==> src/rtl/dsp_share_arb.sv <==
// Two-client round-robin front end for a single pipelined DSP slice.
// Operands are registered onto the DSP ports; a tag pipe routes each result back to its owner.
module dsp_share_arb #(
    parameter int DSP_LAT   = 4,
    parameter     OPERATION = "ADD"
) (
    input  logic        clk,
    input  logic        rst,

    input  logic        s0_valid,
    output logic        s0_ready,
    input  logic [17:0] s0_a,
    input  logic [17:0] s0_b,
    input  logic [17:0] s0_d,
    input  logic [47:0] s0_c,

    input  logic        s1_valid,
    output logic        s1_ready,
    input  logic [17:0] s1_a,
    input  logic [17:0] s1_b,
    input  logic [17:0] s1_d,
    input  logic [47:0] s1_c,

    output logic        r0_valid,
    input  logic        r0_ready,
    output logic [47:0] r0_p,

    output logic        r1_valid,
    input  logic        r1_ready,
    output logic [47:0] r1_p,

    output logic [17:0] dsp_a,
    output logic [17:0] dsp_b,
    output logic [17:0] dsp_d,
    output logic [47:0] dsp_c,
    input  logic [47:0] dsp_p,

    output logic        busy
);

    // Handshake rule for every port pair here: a transfer happens on the rising
    // edge where valid && ready; ready never depends on the same port's ready.

    if (DSP_LAT < 1 || DSP_LAT > 8) begin : g_bad_cfg
        $error("dsp_share_arb: DSP_LAT=%0d out of range 1..8 (OPERATION %s)", DSP_LAT, OPERATION);
    end

    logic               own0;
    logic               own1;
    logic               rr;
    logic               elig0;
    logic               elig1;
    logic               grant0;
    logic               grant1;
    logic               issue;
    logic [DSP_LAT-1:0] tag_v;
    logic [DSP_LAT-1:0] tag_id;
    logic               cap0;
    logic               cap1;

    // One outstanding op per requester keeps each result register collision-free.
    always_comb begin
        elig0  = s0_valid && !own0;
        elig1  = s1_valid && !own1;
        grant0 = 1'b0;
        grant1 = 1'b0;
        if (!rst) begin
            if (elig0 && elig1) begin
                grant0 = rr;
                grant1 = !rr;
            end else begin
                grant0 = elig0;
                grant1 = elig1;
            end
        end
    end

    assign s0_ready = grant0;
    assign s1_ready = grant1;
    assign issue    = grant0 || grant1;
    assign cap0     = tag_v[DSP_LAT-1] && !tag_id[DSP_LAT-1];
    assign cap1     = tag_v[DSP_LAT-1] &&  tag_id[DSP_LAT-1];
    assign busy     = (|tag_v) || own0 || own1;

    // Idle cycles drive zeros so the DSP never sees stale operands.
    always_ff @(posedge clk or posedge rst) begin
        if (rst) begin
            dsp_a <= 18'd0;
            dsp_b <= 18'd0;
            dsp_d <= 18'd0;
            dsp_c <= 48'd0;
            rr    <= 1'b1;
        end else if (issue) begin
            dsp_a <= grant1 ? s1_a : s0_a;
            dsp_b <= grant1 ? s1_b : s0_b;
            dsp_d <= grant1 ? s1_d : s0_d;
            dsp_c <= grant1 ? s1_c : s0_c;
            rr    <= grant1;
        end else begin
            dsp_a <= 18'd0;
            dsp_b <= 18'd0;
            dsp_d <= 18'd0;
            dsp_c <= 48'd0;
        end
    end

    always_ff @(posedge clk or posedge rst) begin
        if (rst) begin
            tag_v  <= '0;
            tag_id <= '0;
        end else begin
            tag_v[0]  <= issue;
            tag_id[0] <= grant1;
            for (int i = 1; i < DSP_LAT; i++) begin
                tag_v[i]  <= tag_v[i-1];
                tag_id[i] <= tag_id[i-1];
            end
        end
    end

    always_ff @(posedge clk or posedge rst) begin
        if (rst) begin
            own0 <= 1'b0;
            own1 <= 1'b0;
        end else begin
            if (grant0)
                own0 <= 1'b1;
            else if (r0_valid && r0_ready)
                own0 <= 1'b0;
            if (grant1)
                own1 <= 1'b1;
            else if (r1_valid && r1_ready)
                own1 <= 1'b0;
        end
    end

    // A capture can never meet an unread result of the same owner.
    always_ff @(posedge clk or posedge rst) begin
        if (rst) begin
            r0_valid <= 1'b0;
            r0_p     <= 48'd0;
            r1_valid <= 1'b0;
            r1_p     <= 48'd0;
        end else begin
            if (cap0) begin
                r0_valid <= 1'b1;
                r0_p     <= dsp_p;
            end else if (r0_valid && r0_ready) begin
                r0_valid <= 1'b0;
            end
            if (cap1) begin
                r1_valid <= 1'b1;
                r1_p     <= dsp_p;
            end else if (r1_valid && r1_ready) begin
                r1_valid <= 1'b0;
            end
        end
    end

endmodule

==> config.mk <==
export PLATFORM = sky130hd
export DESIGN_NAME = dsp_share_arb
export DESIGN_NICKNAME = d
export VERILOG_FILES = /design/src/rtl/dsp_share_arb.sv
export SDC_FILE = /design/constraint.sdc
export NUM_CORES = 1
export LEC_CHECK = 0
export ABC_AREA = 1
export CORE_AREA = 2 2 177 179
export DETAILED_ROUTE_END_ITERATION = 8
export DIE_AREA = 0 0 179 181
export GPL_TIMING_DRIVEN = 1
export PLACE_DENSITY = 0.71
export SYNTH_ARGS = -nofsm -noshare
export SYNTH_HDL_FRONTEND = slang
export SYNTH_SLANG_ARGS = --single-unit
export TNS_END_PERCENT = 1
==> constraint.sdc <==
create_clock -name clk -period 5.9 [get_ports clk]
set_clock_uncertainty 0.1 [all_clocks]
set_input_delay 1.18 -clock clk [delete_from_list [all_inputs] [get_ports clk]]
set_output_delay 1.18 -clock clk [all_outputs]
set_load 0.05 [all_outputs]
==> impl_metrics.ini, run 1 <==
[layout]
nets = 1719
mostFrequentLayoutCell = clkdlybuf4s50_1
area_growth_pct = 63.7
final_util_pct = 47.7
finalInstanceArea_mm2 = 0.0145
final_cell_mix = 460 x clkdlybuf4s50_1, 215 x nand2_1, 210 x dfrtp_1
drive_above_1_share_pct = 4.06
fillers = 2852

[cts]
clock_sinks = 211
cts_resized = 0
clk_latency_ns = 0.52
h-tree-depth = 1
cts_buffer_depth = 3
cts_tree = done
post-cts-setup-buffers = 0
cts-root-buf = clkbuf_16
clkTransAtPathRegs_ns = 0.06
numCtsBuffers = 24
cts_hold_buf = 0

[global_routing]
grt_max_degree = 115
grt_pass1_wl_um = 45200
grt_pass1_vias = 8372
antenna_found_initial = 5
grt_usage_pct = 17.6
overflow = 0

[timing]
setup_viol = 0
hold_viol = 0
worst_pin_slew_ns = 1.12
rsz0062_at_grt = false
setup_tns_ns = 0
relSlewSlack_pct = 25.2
drv_slew = 0
clock.fmax_ghz = 0.213
fin_crit_sh_pct = 79.5
setup_ws_ns = 1.21
fin_crit_ns = 4.69

[critical_path]
cp_max_fo = 70
crit_path_end_kind = output port
required_ns = 4.62
cp_common_cell = clkdlybuf4s50_1
cp_cell_sequence = clkdlybuf4s50_1 > inv_8 > nand3_1 > nor2_1 > clkdlybuf4s50_1
cp_slowest_cell = clkdlybuf4s50_1
cpPeakStageDelay_ns = 0.82
path_delay_family = buffers and inverters
path_class = input port to output port
critical_path_arrival_ns = 3.41
path_buf_inv = 3
start_kind = input port

[placed_design]
pre_cts_slack_ns = 1.15
hpwl_um = 21500
port_buffers = 460
placed_area_mm2 = 0.0137
gp_congestion = 0.865

[drt]
routed_wirelength_um = 29700
vias = 8452
dr.pass1.iters = 5
wire_per_inst_um = 15.8
drc = 0
ant_nets = 0
drt_iter0_drc = 426
viasPerCell = 4.50

[pwr]
vdd_ir_drop_max_mv = 0.240
p_leak_nw = 6.76
pwr_density_cell_mw_per_mm2 = 483

[floorplanning]
die_h_um = 181
core_mm2 = 0.0303
die-area_mm2 = 0.0324
start_util_pct = 29.1
row_count = 64
io_pins = 461
die_w_um = 179

[worst_hold_path]
hp-class = flip-flop to flip-flop

[synth]
syn_inst = 1036
synth.distinct_cells = 19
avgSynthCellArea_um2 = 8.54
yosysWarnings = 0
synth_area_mm2 = 0.00884
synth-seq-cells = 211
synth_nets = 1294
ys_seq_area_share_pct = 59.7

[job]
maxCapViolCount = 0

[status]
status = finished clean
==> metal layers <==
layer | GRT usage, % | wire (um)
met5 | 0 | 16
met4 | 6.41 | 1050
met3 | 7.49 | 3700
met2 | 29.7 | 14100
met1 | 19.7 | 10900
==> synth_stat cells (all sizes together) <==
| library cell | count | area share (%) |
|---|---|---|
| nor2 | 94 | 4.1 |
| dfrtp | 210 | 59 |
| nand3 | 106 | 6.1 |
| dfstp | 1 | 0.30 |
| clkbuf | 31 | 1.4 |
| a21oi | 90 | 5.1 |
| nand2 | 220 | 9.4 |
| o21ai | 98 | 5.5 |
| inv | 144 | 6.1 |
| buf | 40 | 2.5 |
| nand4 | 1 | 0.071 |
| or2 | 1 | 0.071 |
==> stage by stage <==
stage	total power, W	std cells	hold slack, ns
6_report	0.00699	1878	0.238
5_1_grt	0.00735	1877	0.251
4_1_cts	0.00706	1874	0.240
3_5_place_dp	0.00558	1831	0.235
3_3_place_gp	0.00554	1831	0.233
2_1_floorplan	0.00430	1036	0.231
==> cell type report <==
class	instances	area, um2	share of cell area (%)
Tap cell	396	495	3.42
Inverter	144	548	3.78
Timing Repair Buffer	470	4680	32.3
Multi-Input combinational cell	610	2700	18.6
Clock buffer	37	719	4.97
Antenna cell	4	10.0	0.0691
Sequential cell	211	5280	36.5
Clock inverter	6	48.8	0.337
==> power by group <==
group | internal, W | switching (W) | total (W)
Clock | 0.000838 | 0.000599 | 0.00144
Sequential | 0.00190 | 0.000217 | 0.00211
Combinational | 0.00110 | 0.00234 | 0.00344
Total | 0.00384 | 0.00315 | 0.00699
==> flip-flops by register name (all words and copies together) (netlist names), 4 cells and up <==
signal / cells
dsp_c: 48
r1_p: 48
dsp_b: 18
dsp_d: 18
dsp_a: 18
r0_p: 48
tag_v: 4
tag_id: 4
==> logic make-up (layout without fill, tap and decap cells) <==
logic type	count (synthesis)	count (layout)	synth area share [%]
compound gates	188	188	10.6
flops	211	211	59.7
buf+inv	215	657	9.99
simple gates	422	422	19.7
other cells	0	4	0
==> worst register-to-register path: stages (launching register included) <==
cell	delay [ns]
dfrtp_1	0.39
inv_2	0.10
nand2_2	0.08
nor2_4	0.09
buf_4	0.51
buf_4	0.88
nand3_1	0.37
nand2_1	0.13
nor2_1	0.06
==> path summary, 6_finish.rpt <==
check                           from   endpoint  slack (ns)  depth (start not counted)
min                        tag_id[1]  tag_id[2]        0.24                          0
min in group asynchronous        rst  dsp_c[15]        1.09                          2
max in group asynchronous        rst   r1_p[14]        3.28                          3
min reg2reg                tag_id[1]  tag_id[2]        0.24                          0
max reg2reg                     own1  dsp_a[12]        3.09                          8
max                              rst   s0_ready        1.21                          5
(Power assumes the default switching activity.)
==> inputs of run 2 (changes only) <==
==> constraint.sdc (replaced) <==
create_clock -name clk -period 4.6 [get_ports clk]
set_clock_uncertainty 0.1 [all_clocks]
set_input_delay 0.92 -clock clk [delete_from_list [all_inputs] [get_ports clk]]
set_output_delay 0.92 -clock clk [all_outputs]
set_load 0.05 [all_outputs]
==> run 2 against run 1 <==
Against the previous run:
- sequential share of layout area down 0.30 points
- clock power up 43%
- clock-buffer cell count down 6
- register-to-register slack worse by 0.58 ns
- largest power group unchanged
- via count down 0.28%
- critical path type unchanged
- largest cell class unchanged
==> impl_metrics.ini, run 2 (same netlist as run 1, synthesis figures left out) <==
[cts]
numCtsBuffers = 24
cts_buffer_depth = 3
cts_hold_buf = 0
cts_resized = 0
cts-root-buf = clkbuf_16
clock_sinks = 211
clkTransAtPathRegs_ns = 0.06
h-tree-depth = 1
cts_tree = done
clk_latency_ns = 0.52
post-cts-setup-buffers = 0

[layout]
fillers = 2865
top_regs = dsp_c (48), r0_p (48), r1_p (48)
area_growth_pct = 65.1
nets = 1718
mostFrequentLayoutCell = clkdlybuf4s50_1
final_cell_mix = 458 x clkdlybuf4s50_1, 215 x nand2_1, 210 x dfrtp_1
drive_above_1_share_pct = 4.07

[timing]
clock.fmax_ghz = 0.296
rsz0062_at_grt = false
drv_slew = 0
setup_tns_ns = 0
fin_crit_ns = 3.38
timing.hold.ws_ns = 0.256
worst_pin_slew_ns = 0.981
relSlewSlack_pct = 34.6
setup_viol = 0
fin_crit_sh_pct = 73.5
hold_viol = 0

[floorplanning]
io_pins = 461
row_count = 64
die_w_um = 179
die_h_um = 181
die-area_mm2 = 0.0324
core_mm2 = 0.0303
start_util_pct = 29.1

[drt]
dr.pass1.iters = 5
wire_per_inst_um = 16.1
ant_nets = 0
drc = 0
viasPerCell = 4.49
vias = 8428
routed_wirelength_um = 30300
drt_iter0_drc = 478

[pwr]
p_leak_nw = 6.81
pwr_density_cell_mw_per_mm2 = 630
vdd_ir_drop_max_mv = 0.267

[placed_design]
gp_congestion = 0.831
hpwl_um = 22000
port_buffers = 460

[worst_hold_path]
worstHoldEndpoint = tag_id[3]
hp-class = flip-flop to flip-flop
hold_start = tag_id[2]
whs_path_depth = 0

[job]
maxCapViolCount = 0

[critical_path]
start_kind = input port
critical_path_arrival_ns = 2.36
path_buf_inv = 3
path_class = input port to output port
r2r_end = dsp_a[9]
cpPeakStageDelay_ns = 0.54
reg2reg_depth = 6
cp_slowest_cell = clkdlybuf4s50_1
reg2reg_slack_ns = 2.51
cp_max_fo = 35
path_delay_family = buffers and inverters
r2r-start = own0
crit_path_end_kind = output port
required_ns = 3.58
cp_cell_sequence = clkdlybuf4s50_1 > inv_8 > nand3_1 > nor2_1 > buf_12

[global_routing]
grt_max_degree = 179
grt_pass1_wl_um = 46400
antenna_found_initial = 6
grt_usage_pct = 18.2
overflow = 0
grt_pass1_vias = 8603

[status]
status = finished clean
-- run 2: layout make-up --
type | instances | area (um2) | share of cell area, %
Clock buffer | 31 | 657 | 4.50
Antenna cell | 6 | 15.0 | 0.103
Sequential cell | 211 | 5280 | 36.2
Tap cell | 396 | 495 | 3.39
Timing Repair Buffer | 469 | 4720 | 32.3
Inverter | 144 | 548 | 3.75
Clock inverter | 9 | 188 | 1.29
Multi-Input combinational cell | 610 | 2700 | 18.5
-- run 2: layer usage --
metal	wire length (um)	track usage (%)
met1	11500	20.3
met5	11	0
met4	860	6.80
met2	14400	30.7
met3	3490	7.43
-- run 2: stage by stage --
step                util (%)  area, um2  total power [W]  std cells  worst slack, ns
floorplan                  -       8850          0.00552       1036            0.136
global placement        45.3      13700          0.00714       1830             1.21
detailed placement      45.3      13700          0.00718       1830             1.20
CTS                     48.1      14600          0.00929       1870             1.19
global route            48.1      14600          0.00967       1874             1.09
finish                  48.1      14600          0.00920       1876             1.22
-- run 2: how the worst max path moves through the flow --
stage                          end  slack [ns]  start  depth (start not counted)
after CTS                 s0_ready        1.19    rst                          5
after global routing      s0_ready        1.09    rst                          5
final                     s0_ready        1.22    rst                          5
after global placement    s0_ready        1.21    rst                          5
after detailed placement  s0_ready        1.20    rst                          5
after floorplan           s0_ready        0.14    rst                          3
-- run 2: power breakdown --
| group | switching [W] | internal, W | leakage [nW] |
|---|---|---|---|
| clock | 0.000778 | 0.00128 | 0.408 |
| combinational | 0.00300 | 0.00142 | 3.72 |
| sequential | 0.000281 | 0.00243 | 2.68 |
